$ cat src/rtl/led_sequencer.sv
// led_sequencer: Avalon-MM LED pattern sequencer with push-button pause and single-step
module led_sequencer #(
  parameter logic [23:0] DEFAULT_PERIOD  = 24'd12499999,
  parameter logic [7:0]  DEFAULT_PATTERN = 8'h01,
  parameter int          SYNC_STAGES     = 2
) (
  input  logic        clk,
  input  logic        reset_n,
  input  logic        s0_address,
  input  logic        s0_read,
  output logic [31:0] s0_readdata,
  input  logic        s0_write,
  input  logic [31:0] s0_writedata,
  input  logic [3:0]  button_n,
  output logic [7:0]  leds
);
  localparam logic [0:0] STOP = 1'b0;
  localparam logic [0:0] RUN  = 1'b1;
  logic [0:0] state;
  logic [1:0] mode;
  logic btn_en, dir;
  logic [23:0] period, count;
  logic [7:0] pattern, rot;
  logic [1:0][SYNC_STAGES-1:0] sync;
  logic [1:0] prev, press;
  logic run, ctrl_wr, pat_wr, tick, step, adv, go_right, unused_ok;
  // Decode strobes, button pulses, tick and the candidate next pattern
  always_comb begin
    run = state == RUN;
    ctrl_wr = s0_write & ~s0_address;
    pat_wr = s0_write & s0_address;
    press = prev & ~{sync[1][SYNC_STAGES-1], sync[0][SYNC_STAGES-1]};
    tick = run && count == period;
    step = press[1] & btn_en & ~run;
    adv = (tick | step) & ~pat_wr;
    go_right = mode == 2'd2 || (mode == 2'd3 && dir);
    rot = mode == 2'd0 ? pattern : go_right ? {pattern[0], pattern[7:1]} : {pattern[6:0], pattern[7]};
    unused_ok = ^button_n[3:2];
  end
  // Button synchronizers and falling-edge history; released buttons read as 1
  always_ff @(posedge clk or negedge reset_n) begin
    if (!reset_n) begin
      sync <= '1;
      prev <= '1;
    end else begin
      sync[0] <= {sync[0][SYNC_STAGES-2:0], button_n[0]};
      sync[1] <= {sync[1][SYNC_STAGES-2:0], button_n[1]};
      prev <= {sync[1][SYNC_STAGES-1], sync[0][SYNC_STAGES-1]};
    end
  end
  // Run/stop FSM and control bits; a CTRL write overrides a same-cycle pause press
  always_ff @(posedge clk or negedge reset_n) begin
    if (!reset_n) begin
      state <= STOP;
      mode <= 2'd0;
      btn_en <= 1'b0;
    end else if (ctrl_wr) begin
      state <= s0_writedata[0] ? RUN : STOP;
      mode <= s0_writedata[2:1];
      btn_en <= s0_writedata[3];
    end else if (press[0] && btn_en) begin
      state <= run ? STOP : RUN;
    end
  end
  // Prescaler, pattern and bounce direction; a pattern write suppresses any advance
  always_ff @(posedge clk or negedge reset_n) begin
    if (!reset_n) begin
      period <= DEFAULT_PERIOD;
      pattern <= DEFAULT_PATTERN;
      count <= '0;
      dir <= 1'b0;
    end else if (pat_wr) begin
      period <= s0_writedata[31:8];
      pattern <= s0_writedata[7:0];
      count <= '0;
      dir <= 1'b0;
    end else begin
      count <= (!run || tick) ? '0 : count + 24'd1;
      if (adv) pattern <= rot;
      if (adv && mode == 2'd3) dir <= dir ? ~rot[0] : rot[7];
    end
  end
  // LED drive follows the pattern register one clock later
  always_ff @(posedge clk or negedge reset_n) begin
    if (!reset_n) leds <= DEFAULT_PATTERN;
    else leds <= pattern;
  end
  // Registered read port with latency 1; holds between reads
  always_ff @(posedge clk or negedge reset_n) begin
    if (!reset_n) s0_readdata <= '0;
    else if (s0_read) s0_readdata <= s0_address ? {period, pattern} : {leds, 15'b0, dir, run, 3'b0, btn_en, mode, run};
  end
endmodule

$ cat config.mk
export PLATFORM = sky130hd
export DESIGN_NAME = led_sequencer
export DESIGN_NICKNAME = d
export VERILOG_FILES = /design/src/rtl/led_sequencer.sv
export SDC_FILE = /design/constraint.sdc
export NUM_CORES = 1
export LEC_CHECK = 0
export BUFFER_PORTS_ARGS = -buffer_cell sky130_fd_sc_hd__buf_2
export CAP_MARGIN = 20
export CORE_AREA = 2 2 127 179
export CTS_CLUSTER_SIZE = 25
export DETAILED_ROUTE_END_ITERATION = 12
export DIE_AREA = 0 0 129 181
export SLEW_MARGIN = 25
export SYNTH_ARGS = -nofsm -noshare
export SYNTH_HDL_FRONTEND = slang
export SYNTH_SLANG_ARGS = --single-unit
$ cat constraint.sdc
create_clock -name clk -period 2.6 [get_ports clk]
set_clock_uncertainty 0.05 [all_clocks]
set_input_delay 0.13 -clock clk [delete_from_list [all_inputs] [get_ports clk]]
set_output_delay 0.13 -clock clk [all_outputs]
set_load 0.02 [all_outputs]
**Yosys cells after proc, flatten, opt, wreduce, memory -nomap -nowiden**

Index checks and enable logic that the tools add are counted.

- Bitwise gates (word level): 12
- $add $sub $neg: 1
- Multiplexer cells: 14
- Reduce and logical (&&, ||, !) cells: 12
- Equality and inequality tests: 4

Operator list:

| kind | count |
|---|---|
| 24-bit two-way mux | 2 |
| 32-bit two-way mux | 1 |
| 8-bit two-way mux | 4 |
| 24-bit by 1-bit adder with 24-bit output (second input constant) | 1 |
| 24-bit equality test | 1 |
| 1-bit two-way mux | 7 |
| 2-bit nonzero test | 3 |
| 1-bit AND | 5 |
| 2-bit equality test (second input constant) | 2 |
| 1-bit logical AND | 4 |
| 1-bit NOT | 4 |
| 2-bit AND | 1 |
| 2-bit zero test | 1 |
| 1-bit logical OR | 2 |
| 2-bit != test (second input constant) | 1 |
| 2-bit NOT | 1 |
| 2-bit AND reduction | 1 |
| 1-bit zero test | 1 |
| 1-bit bitwise OR | 1 |

- Bits in registers: 107
- Output and inout bits: 40
- Logic and storage cells: 56
- Input port bits: 41

**Logic depth before layout (Yosys ltp)**

Gate-level depths: netlist of the first run.

- Depth in word-level cells: 9
- Mapped depth: 7

**Worst setup path after synthesis of the first run**

OpenSTA, ideal clock, no wires.

- Kind: register -> register
- From: reg period[19]
- To: reg count[15]
- Setup slack: 0.726 ns
- Data required time: 2.431 ns
- Path buffers: 1
- Data arrival time: 1.705 ns
- Stages on the path, launching flop included: 7
- Period minus slack after synthesis: 1.874 ns
- Path through: dfstp_2 xor2_1 nor4_2 nand4_2 o311ai_4 buf_6 nor2_2

- Word-level cells in the longest chain between the ends: 5

Ends and longest elaborated chain:

| item | line | RTL |
|---|---|---|
| start: declaration | 22 | `logic [23:0] period, count;` |
| start signal: assignment | 73 | `period <= s0_writedata[31:8];` |
| 24-bit equality test | 33 | `tick = run && count == period;` |
| 1-bit logical AND | 33 |  |
| 1-bit logical OR | 78 | `count <= (!run \|\| tick) ? '0 : count + 24'd1;` |
| 24-bit two-way mux | 78 |  |
| 24-bit two-way mux | 72 | `end else if (pat_wr) begin` |
| end signal: assignment | 78 |  |
| end: declaration | 22 |  |

Every way passes these cells.
A chain may end at the register's enable or synchronous reset.

**Worst setup path in the final report of the first run**

- From: reg period[3]
- To: reg count[23]

The elaborated chain is that of the path after synthesis.

==> results of run 1 <==
-- per-stage QoR --
stage | util, % | hold slack, ns
finish | 28.9 | 0.0168
global route | 28.9 | 0.0124
CTS | 28.9 | 0.0171
detailed placement | 26.2 | 0.0304
global placement | 26.2 | 0.0310
floorplan | - | -0.216
-- cell usage after synthesis (all sizes together), types with 2 or more instances --
master  number
a21oi       23
a22oi        6
and2         3
and3         4
and4         3
buf          8
clkbuf      16
dfrtp       83
dfstp       24
inv         24
mux2        33
mux2i       13
nand2       13
nand3       28
nand4        9
nor2        50
nor3         8
nor4         8
o211ai       4
o21ai       23
or3          2
xnor2       24
xor2        23
-- kinds of logic (layout without fill, tap and decap cells) --
family | after synthesis | in the layout | share of synthesized area, %
simple gates | 131 | 131 | 14.9
fa+ha+maj | 1 | 1 | 0.253
flops | 107 | 107 | 54.8
other cells | 0 | 1 | 0
mux | 46 | 46 | 10.1
xor+xnor | 47 | 47 | 8.33
compound gates | 62 | 62 | 7.59
buf+inv | 48 | 155 | 4.02
-- cell type report --
| type | instances | area share [%] |
|---|---|---|
| sequential | 107 | 43.2 |
| multi-input combinational | 287 | 32.5 |
| timing repair buffer | 115 | 12.3 |
| tap | 297 | 5.93 |
| clock buffer | 11 | 3.87 |
| inverter | 24 | 1.44 |
| clock inverter | 5 | 0.679 |
| antenna | 1 | 0.0399 |
-- power by group --
group          internal, mW  total [mW]  switching [mW]
clock                 0.689        1.32           0.634
sequential             1.96        2.23           0.275
combinational         0.404       0.948           0.544
total                  3.05        4.50            1.45
-- worst min-delay path: stages --
cell     delay [ns]
buf_2          0.10
nand2_1        0.04
o21ai_0        0.10
-- worst min-delay path by stage --
stage               startpoint              end  slack, ns  cells after the start
2_1_floorplan          reset_n           btn_en      -0.22                      0
3_3_place_gp           reset_n  s0_readdata[10]       0.03                      1
4_1_cts        s0_writedata[0]       pattern[0]       0.02                      3
3_5_place_dp           reset_n  s0_readdata[13]       0.03                      1
6_report       s0_writedata[0]              run       0.02                      3
5_1_grt        s0_writedata[0]              run       0.01                      3
-- layer usage --
layer | track usage [%] | up-vias
met2 | 18.7 | 87
met3 | 1.30 | 22
met4 | 5.74 | 0
li1 | - | 1720
met1 | 13.4 | 1715
met5 | 0 | -
-- sequential cells by signal (all words and copies together) (netlist names) --
signal       cells
btn_en           1
mode             2
prev             2
dir              1
period          24
sync             4
leds             8
pattern          8
run              1
count           24
s0_readdata     32
==> results.tsv, run 1 <==
stage	metric	value	unit
route	Iter 0 DRT Violations	146	
route	Met1 Wirelength	5260	microns
placed_design	Post-DP Area	5680	sq um
critical_path	Crit path depth	6	
clock_network	CTS tree	done	
synth	Post-synth EDFFs	0	
grt	first-pass GRT wire length	19800	microns
clock_network	depth of the CTS H-tree	3	
sta	Tmin final	2.10	ns
min_path	HP Class	primary input to flip-flop	
route	drt wl/cell	14.6	microns
critical_path	crit path from	period[3]	
sta	Final TNS setup	0	ns
sta	# setup viols final	0	
critical_path	CP peak stage delay	0.56	ns
power	P_leak	2.66	nW
critical_path	CP endpoint	count[23]	
status	run status	complete, no violations	
route	WL final	12400	microns
sta	Slew Limit Headroom	59.1	%
finish	storage element area	2710	sq um
finish	Post-Layout Cell Count	847	
clock_network	Num CTS Buffers	9	
grt	vias in the first global route	3565	
synth	ys async rst share	100	%
route	Via density	4.18	
sta	Final Cycle Share	80.6	%
critical_path	critical-path cell list	xor2_1 > nor4_2 > nand4_2 > o311ai_4 > buf_12 > nor2_1	
clock_network	Root Driver	clkbuf_16	
critical_path	CP Buf/Inv Count	1	
sta	final hold violations	0	
sta	RSZ-0062 raised after global routing	false	
placed_design	GP Congestion	0.829	
critical_path	worst-case reg-to-reg path depth	6	
synth	Synth Cell Area	4940	sq um
sta	max-slew violations	0	
route	WL met2	6370	microns
sta	worst slew pin tran	0.613	ns
clock_network	cts hold-fix bufs	30	
finish	most frequent cells in the layout	dfrtp_1 (83), buf_2 (77), nor2_1 (30), dlygate4sd3_1 (30), nand3_1 (28)	
synth	share of the synthesized area in the top cell type	42.0	%
placed_design	Final HPWL DP	8740	microns
synth	Main synth FF type	dfrtp_1	
critical_path	reg-to-reg startpoint	period[3]	
synth	average cell area after synthesis	11.2	sq um
critical_path	crit end category	flip-flop	
floorplan	I/O Pins	81	
synth	FF+latch count, synth	107	
finish	Design Area, Final	6270	sq um
synth	Synth area leader	dfrtp_1	
route	DRC violations left	0	
floorplan	Starting Density	22.8	%
finish	area of the multi-input gates	2040	sq um
job	# Max-Cap Violations	0	
floorplan	die area	23300	sq um
clock_network	post-cts gate resize count	0	
critical_path	Reg-to-Reg End	count[23]	
route	DR top layer	met4	
sta	setup ws final	0.504	ns
clock_network	Clock Latency Late Sink	0.35	ns
clock_network	clock transition at the registers of the reported paths	0.07	ns
critical_path	Critical Path Source Type	flip-flop	
synth	Post-Synthesis Cells	442	
grt	initial antenna violation count	1	
clock_network	CTS Sinks	107	
critical_path	Worst R2R Setup Slack	0.50	ns
route	TritonRoute pass-1 iters	4	
floorplan	Die Wd	129	microns
floorplan	core box area	21700	sq um
power	VDD IR-drop max	0.286	mV
critical_path	CP Max Fanout	24	
power	Final Total Pwr	4.50	mW
placed_design	DP Cell Count	800	
grt	GRT Resource Usage Total	11.0	%
finish	synth-to-layout area growth	26.8	%
synth	post-synthesis cell type count	42	
floorplan	Die Y	181	microns
clock_network	Max clock buf depth	2	
route	via count of the routed design	3544	
synth	sequential area share after synthesis	54.8	%
route	DRT antenna net count	0	
sta	f_max	0.477	GHz
finish	most common cell after layout, fill and taps aside	dfrtp_1	
route	met3 wire len	367	microns
finish	filler cell count	2272	
floorplan	FP Rows	64	
critical_path	Top delay family on crit path	simple AND/OR/NAND/NOR gates	
synth	Syn Nets	484	
synth	YS warnings	0	
placed_design	pre-CTS setup slack	0.481	ns
clock_network	postcts setup bufs	0	
synth	Synth area leaders	dfrtp_1 (42%), dfstp_2 (13%), mux2_2 (6.2%)	
critical_path	Worst EP required	2.79	ns
grt	largest net degree at the start of global routing	65	
finish	Nets	586	
finish	share of cells above drive strength 1	33.3	%
critical_path	CP Class	flip-flop to flip-flop	
power	power density cells	719	nW/um^2
grt	grt ovf	0	
placed_design	Port Buf Inserts	78	
critical_path	CP arrival	2.28	ns
critical_path	CP max stage cell	dfstp_2	
No activity file was read; power rests on OpenSTA's default activity.
==> run 2, diff against run 1 <==
==> constraint.sdc (replaced) <==
create_clock -name clk -period 1.7 [get_ports clk]
set_clock_uncertainty 0.05 [all_clocks]
set_input_delay 0.085 -clock clk [delete_from_list [all_inputs] [get_ports clk]]
set_output_delay 0.085 -clock clk [all_outputs]
set_load 0.02 [all_outputs]
==> run 2 against run 1 <==
Compared with the run above:
- combinational power grew 110%
- cell area grew 15%
- critical path depth grew 2
- critical endpoint is now count[22]
- the flow now finishes with violations (setup timing)
- core utilization grew 4.2 points
- first-iteration DRC count grew 40%
- sequential share of layout area shrank 5.5 points
- fmax grew 3.4%
- worst setup slack lost 0.83 ns
- count of clock-buffer cells in the layout grew 3
==> results.tsv, run 2 (same netlist as run 1, synthesis figures left out) <==
stage	metric	value	unit	change
finish	Post-Layout Cell Count	936		+11%
grt	GRT Resource Usage Total	12.2	%	+1.3 points
floorplan	Die Wd	129	microns	unchanged
grt	first-pass GRT wire length	21700	microns	+9.4%
power	VDD IR-drop max	0.528	mV	+84%
route	drt wl/cell	14.6	microns	-0.31%
finish	Reg with most FFs	s0_readdata		
sta	Slew Limit Headroom	74.5	%	+15 points
floorplan	die area	23300	sq um	unchanged
finish	most common cell after layout, fill and taps aside	buf_4		
status	run status	finished, violations left		
sta	setup ws final	-0.326	ns	-0.830 ns
placed_design	Post-DP Area	6400	sq um	+13%
power	power density cells	1040	nW/um^2	+45%
floorplan	FP Rows	64		unchanged
route	TritonRoute pass-1 iters	4		unchanged
grt	initial antenna violation count	0		-1
critical_path	CP max stage cell	dfstp_2		
sta	# setup viols final	33		+33
sta	worst slew pin tran	0.379	ns	-0.235 ns
route	WL final	13700	microns	+10%
finish	Design Area, Final	7190	sq um	+15%
critical_path	crit end category	flip-flop		
clock_network	CTS tree	done		
finish	filler cell count	2195		-3.4%
clock_network	Clock Latency Late Sink	0.35	ns	about the same
route	DRT antenna net count	0		unchanged
placed_design	Final HPWL DP	10100	microns	+16%
finish	most frequent cells in the layout	buf_4 (85), dfrtp_1 (83), buf_2 (77), dlygate4sd3_1 (32), nor2_1 (30)		
critical_path	Worst EP required	1.89	ns	-0.90 ns
finish	Nets	676		+15%
route	via count of the routed design	3837		+8.3%
route	Iter 0 DRT Violations	204		+40%
min_path	HP Class	primary input to flip-flop		
route	Via density	4.10		-2.0%
critical_path	critical-path cell list	xor2_1 > nor4_2 > buf_4 > nand4_4 > o311ai_4 > buf_4 > buf_6 > nor2_2		
sta	f_max	0.494	GHz	+3.4%
clock_network	clock transition at the registers of the reported paths	0.07	ns	about the same
finish	total inserted antenna cells	0		-1
sta	final hold violations	0		unchanged
sta	Fin Hold WS	0.0290	ns	+0.0122 ns
floorplan	Starting Density	22.8	%	unchanged
sta	RSZ-0062 raised after global routing	true		
clock_network	Max clock buf depth	2		unchanged
clock_network	CTS Sinks	107		unchanged
grt	largest net degree at the start of global routing	65		unchanged
job	# Max-Cap Violations	0		unchanged
placed_design	GP Congestion	0.860		+3.8%
status	failing checks	setup timing		
finish	synth-to-layout area growth	45.4	%	
floorplan	I/O Pins	81		unchanged
clock_network	Root Driver	clkbuf_16		
sta	max-slew violations	0		unchanged
finish	max reg flops	32		unchanged
route	DRC violations left	0		unchanged
floorplan	core box area	21700	sq um	unchanged
placed_design	DP Cell Count	886		+11%
placed_design	pre-CTS setup slack	-0.334	ns	-0.814 ns
sta	Final Cycle Share	119	%	+39 points
power	P_leak	3.19	nW	+20%
clock_network	depth of the CTS H-tree	3		unchanged
placed_design	Port Buf Inserts	78		unchanged
critical_path	Most common cell on crit path	buf_4		
critical_path	CP arrival	2.22	ns	-0.06 ns
critical_path	CP peak stage delay	0.54	ns	-0.02 ns
critical_path	worst-case reg-to-reg path depth	8		+2
critical_path	Critical Path Source Type	flip-flop		
grt	vias in the first global route	4059		+14%
grt	grt ovf	0		unchanged
clock_network	Num CTS Buffers	9		unchanged
critical_path	CP Max Fanout	5		-79%
critical_path	CP Class	flip-flop to flip-flop		
finish	biggest regs	s0_readdata x32, count x24, period x24		
min_path	WHS Path Cells	3		unchanged
finish	share of cells above drive strength 1	45.2	%	+12 points
floorplan	Die Y	181	microns	unchanged
sta	Tmin final	2.03	ns	-0.0698 ns
## run 2: cell count changes in the layout (fill, tap and decap cells not counted), moves of 4 or more
cell      previous run  this run
buf_4                6        85
clkbuf_8             1         5
nor4_4               0         4
buf_6                0         6
xor2_1              23        16
mux2_1               6         1
xor2_2               0         7
mux2_4               0         5
## run 2: worst paths after layout
kind                                 start         endpoint  slack (ns)
worst max-delay path            period[21]        count[22]       -0.33
worst min-delay path              s0_write       pattern[7]        0.03
worst max register to register  period[21]        count[22]       -0.33
worst min register to register     sync[2]          sync[3]        0.31
max in group asynchronous          reset_n       period[23]        0.95
min in group asynchronous          reset_n  s0_readdata[15]        0.06
## run 2: layout make-up
cell class	instances	area [sq um]	area share, %
Tap cell	297	372	5.17
Multi-Input combinational cell	287	2200	30.6
Timing Repair Buffer	205	1510	21.0
Clock inverter	2	16.3	0.226
Inverter	24	90.1	1.25
Sequential cell	107	2710	37.7
Clock buffer	14	294	4.09
## run 2: what timing repair did
| action | 4_1_cts | 5_1_grt |
|---|---|---|
| pin swaps | 25 | 7 |
| hold buffers | 32 | 0 |
| endpoints found under the setup margin | 33 | 33 |
| endpoints found under the hold margin | 115 | 0 |
| gates resized for setup | 16 | 11 |
| gates cloned | 2 | 0 |
| setup buffers | 2 | 1 |
## run 2: where the power goes
group | switching (mW) | internal [mW] | total (mW)
registers | 0.394 | 2.99 | 3.39
logic | 1.02 | 0.938 | 1.96
clock network | 0.925 | 1.20 | 2.12
## run 2: stage by stage
stage / power [mW] / setup TNS (ns) / utilization (%)
6_report: 7.47 / -9.46 / 33.1
5_1_grt: 7.86 / -11.29 / 33.1
4_1_cts: 7.56 / -10.21 / 32.9
3_5_place_dp: 5.26 / -10.09 / 29.5
3_3_place_gp: 5.24 / -9.57 / 29.5
2_1_floorplan: 4.31 / -3.97 / -
## run 2: routing by layer
metal | share of wire [%] | routed length, microns | vias to the layer above | track usage [%]
met5 | 0 | 0 | - | 0
met4 | 3.6 | 490 | 0 | 5.87
met3 | 2.8 | 384 | 29 | 2.28
met2 | 54 | 7350 | 83 | 21.7
met1 | 40 | 5440 | 1834 | 13.9
li1 | - | - | 1891 | -
## run 2: critical path: cells and delay by family, from the launching register on
kind | cells | cell delay (ns)
xor+xnor | 1 | 0.10
simple gates | 3 | 0.49
flops | 1 | 0.54
compound gates | 1 | 0.26
buf+inv | 3 | 0.48
==> run 3, diff against run 2 <==
--- a/config.mk
+++ b/config.mk
@@ -6,11 +6,11 @@
 export NUM_CORES = 1
 export LEC_CHECK = 0
 export BUFFER_PORTS_ARGS = -buffer_cell sky130_fd_sc_hd__buf_2
-export CAP_MARGIN = 20
 export CORE_AREA = 2 2 127 179
 export CTS_CLUSTER_SIZE = 25
 export DETAILED_ROUTE_END_ITERATION = 12
 export DIE_AREA = 0 0 129 181
+export PLACE_DENSITY = 0.5
 export SLEW_MARGIN = 25
 export SYNTH_ARGS = -nofsm -noshare
 export SYNTH_HDL_FRONTEND = slang
==> run 3 against run 2 <==
Compared with the run above:
- the run still ends with setup timing left
- flip-flop and latch count is the same
- combinational power shrank 3%
- clock power barely moved
- worst setup slack gained 0.045 ns
==> results.tsv, run 3 (same netlist as run 1, synthesis figures left out) <==
stage	metric	value	unit	change
min_path	HP Start	s0_write		
finish	max reg flops	32		unchanged
critical_path	Reg-to-Reg End	count[8]		
floorplan	FP Rows	64		unchanged
route	Iter 0 DRT Violations	160		-22%
sta	worst slew pin tran	0.514	ns	+0.136 ns
grt	first-pass GRT wire length	22700	microns	+4.9%
grt	GRT Resource Usage Total	12.7	%	+0.50 points
floorplan	Die Y	181	microns	unchanged
power	power density cells	1060	nW/um^2	+1.8%
status	failing checks	setup timing		
placed_design	Final HPWL DP	10800	microns	+6.3%
clock_network	Num CTS Buffers	9		unchanged
floorplan	I/O Pins	81		unchanged
sta	Slew Limit Headroom	65.6	%	-8.9 points
route	DRT antenna net count	0		unchanged
route	via count of the routed design	3878		+1.1%
route	WL final	14200	microns	+4.0%
min_path	Hold EP	pattern[0]		
finish	filler cell count	2213		+0.82%
critical_path	CP arrival	2.17	ns	-0.05 ns
sta	f_max	0.505	GHz	+2.3%
placed_design	DP Cell Count	870		-1.8%
critical_path	reg-to-reg startpoint	period[3]		
finish	share of cells above drive strength 1	43.1	%	-2.1 points
power	Final Total Pwr	7.42	mW	-0.74%
sta	max-slew violations	0		unchanged
finish	most common cell after layout, fill and taps aside	dfrtp_1		
route	DRC violations left	0		unchanged
finish	synth-to-layout area growth	41.8	%	
placed_design	GP Congestion	0.816		-5.1%
clock_network	depth of the CTS H-tree	3		unchanged
floorplan	Starting Density	22.8	%	unchanged
clock_network	CTS Sinks	107		unchanged
job	# Max-Cap Violations	0		unchanged
finish	Nets	663		-1.9%
critical_path	CP Max Fanout	8		+3
critical_path	Worst R2R Setup Slack	-0.28	ns	+0.05 ns
clock_network	Root Driver	clkbuf_16		
grt	initial antenna violation count	0		unchanged
finish	total inserted antenna cells	0		unchanged
power	VDD IR-drop max	0.450	mV	-15%
sta	final hold violations	0		unchanged
route	drt wl/cell	15.4	microns	+5.4%
sta	setup ws final	-0.280	ns	+0.0455 ns
grt	largest net degree at the start of global routing	65		unchanged
finish	Reg with most FFs	s0_readdata		
floorplan	die area	23300	sq um	unchanged
grt	vias in the first global route	4223		+4.0%
finish	Post-Layout Cell Count	923		-1.4%
critical_path	CP Class	flip-flop to flip-flop		
finish	biggest regs	s0_readdata x32, count x24, period x24		
critical_path	worst-case reg-to-reg path depth	7		-1
finish	most frequent cells in the layout	dfrtp_1 (83), buf_2 (77), buf_4 (77), dlygate4sd3_1 (31), nor2_1 (30)		
route	Via density	4.20		+2.5%
grt	grt ovf	0		unchanged
clock_network	Clock Latency Late Sink	0.35	ns	about the same
sta	RSZ-0062 raised after global routing	true		
critical_path	Worst EP required	1.89	ns	about the same
min_path	WHS Path Cells	3		unchanged
placed_design	Port Buf Inserts	78		unchanged
clock_network	clock transition at the registers of the reported paths	0.07	ns	about the same
power	P_leak	3.10	nW	-2.6%
clock_network	Max clock buf depth	2		unchanged
floorplan	Die Wd	129	microns	unchanged
clock_network	CTS tree	done		
sta	Tmin final	1.98	ns	-0.0455 ns
critical_path	crit end category	flip-flop		
critical_path	Critical Path Source Type	flip-flop		
route	TritonRoute pass-1 iters	4		unchanged
sta	# setup viols final	33		unchanged
status	run status	finished, violations left		
min_path	HP Class	primary input to flip-flop		
sta	Final Cycle Share	116	%	-2.7 points
floorplan	core box area	21700	sq um	unchanged
-- run 3: cell types whose count changed in the layout (fill, tap and decap cells not counted), sizes merged --
cell / delta
clkbuf: -2
dlygate4sd3: -1
buf: -12
inv: +2
bufinv: +1
clkinv: -1
-- run 3: worst max-delay path, cell delays in order, from the launching register on --
cell      delay (ns)
dfstp_2         0.55
xor2_1          0.09
nor4_2          0.36
nand4_2         0.18
o311ai_4        0.28
buf_4           0.19
buf_16          0.14
nor2_2          0.04
-- run 3: how the worst max path moves through the flow --
stage	start	to	slack (ns)	cells past startpoint
3_5_place_dp	period[19]	count[2]	-0.38	6
3_3_place_gp	period[19]	count[3]	-0.30	6
4_1_cts	period[19]	count[8]	-0.31	7
6_report	period[3]	count[8]	-0.28	7
5_1_grt	period[3]	count[11]	-0.40	7
2_1_floorplan	period[19]	count[19]	-0.17	6
-- run 3: what timing repair did --
action	in CTS	in global routing
cloned	1	0
gates resized for setup	9	2
setup endpoints to repair	33	33
buffers inserted	3	2
pin swaps	2	2
hold buffers	31	0
endpoints found under the hold margin	83	0
-- run 3: through the flow --
stage,hold WS (ns),utilization [%],instance area [sq um],setup slack (ns),setup TNS (ns)
5_1_grt,0.0275,32.3,7010,-0.402,-12.30
3_5_place_dp,0.00211,28.9,6270,-0.379,-11.17
3_3_place_gp,0.00142,28.9,6270,-0.303,-9.11
6_report,0.0213,32.3,7010,-0.280,-8.53
4_1_cts,0.00837,32.1,6980,-0.310,-9.16
2_1_floorplan,-0.261,-,4980,-0.173,-3.97
-- run 3: cell type report --
class                   count  area, sq um  area share [%]
flip-flops and latches    107         2710            38.6
multi-input cells         287         2130            30.4
well taps                 297          372            5.30
clock buffers              12          236            3.37
repair buffers            192         1410            20.2
inverters                  24         90.1            1.29
clock inverters             4         57.6           0.821
-- run 3: report_power, final --
| part | switching [mW] | total, mW | internal, mW | leakage [nW] |
|---|---|---|---|---|
| clock network | 0.967 | 2.13 | 1.16 | 0.139 |
| registers | 0.385 | 3.38 | 2.99 | 1.31 |
| logic | 1.00 | 1.91 | 0.906 | 1.66 |
| total | 2.36 | 7.42 | 5.06 | 3.10 |
-- run 3: per-layer routing --
metal | wire length [microns] | track usage, %
met5 | 0 | 0
met4 | 310 | 4.04
met2 | 7810 | 23.7
met1 | 5660 | 14.1
met3 | 418 | 2.81
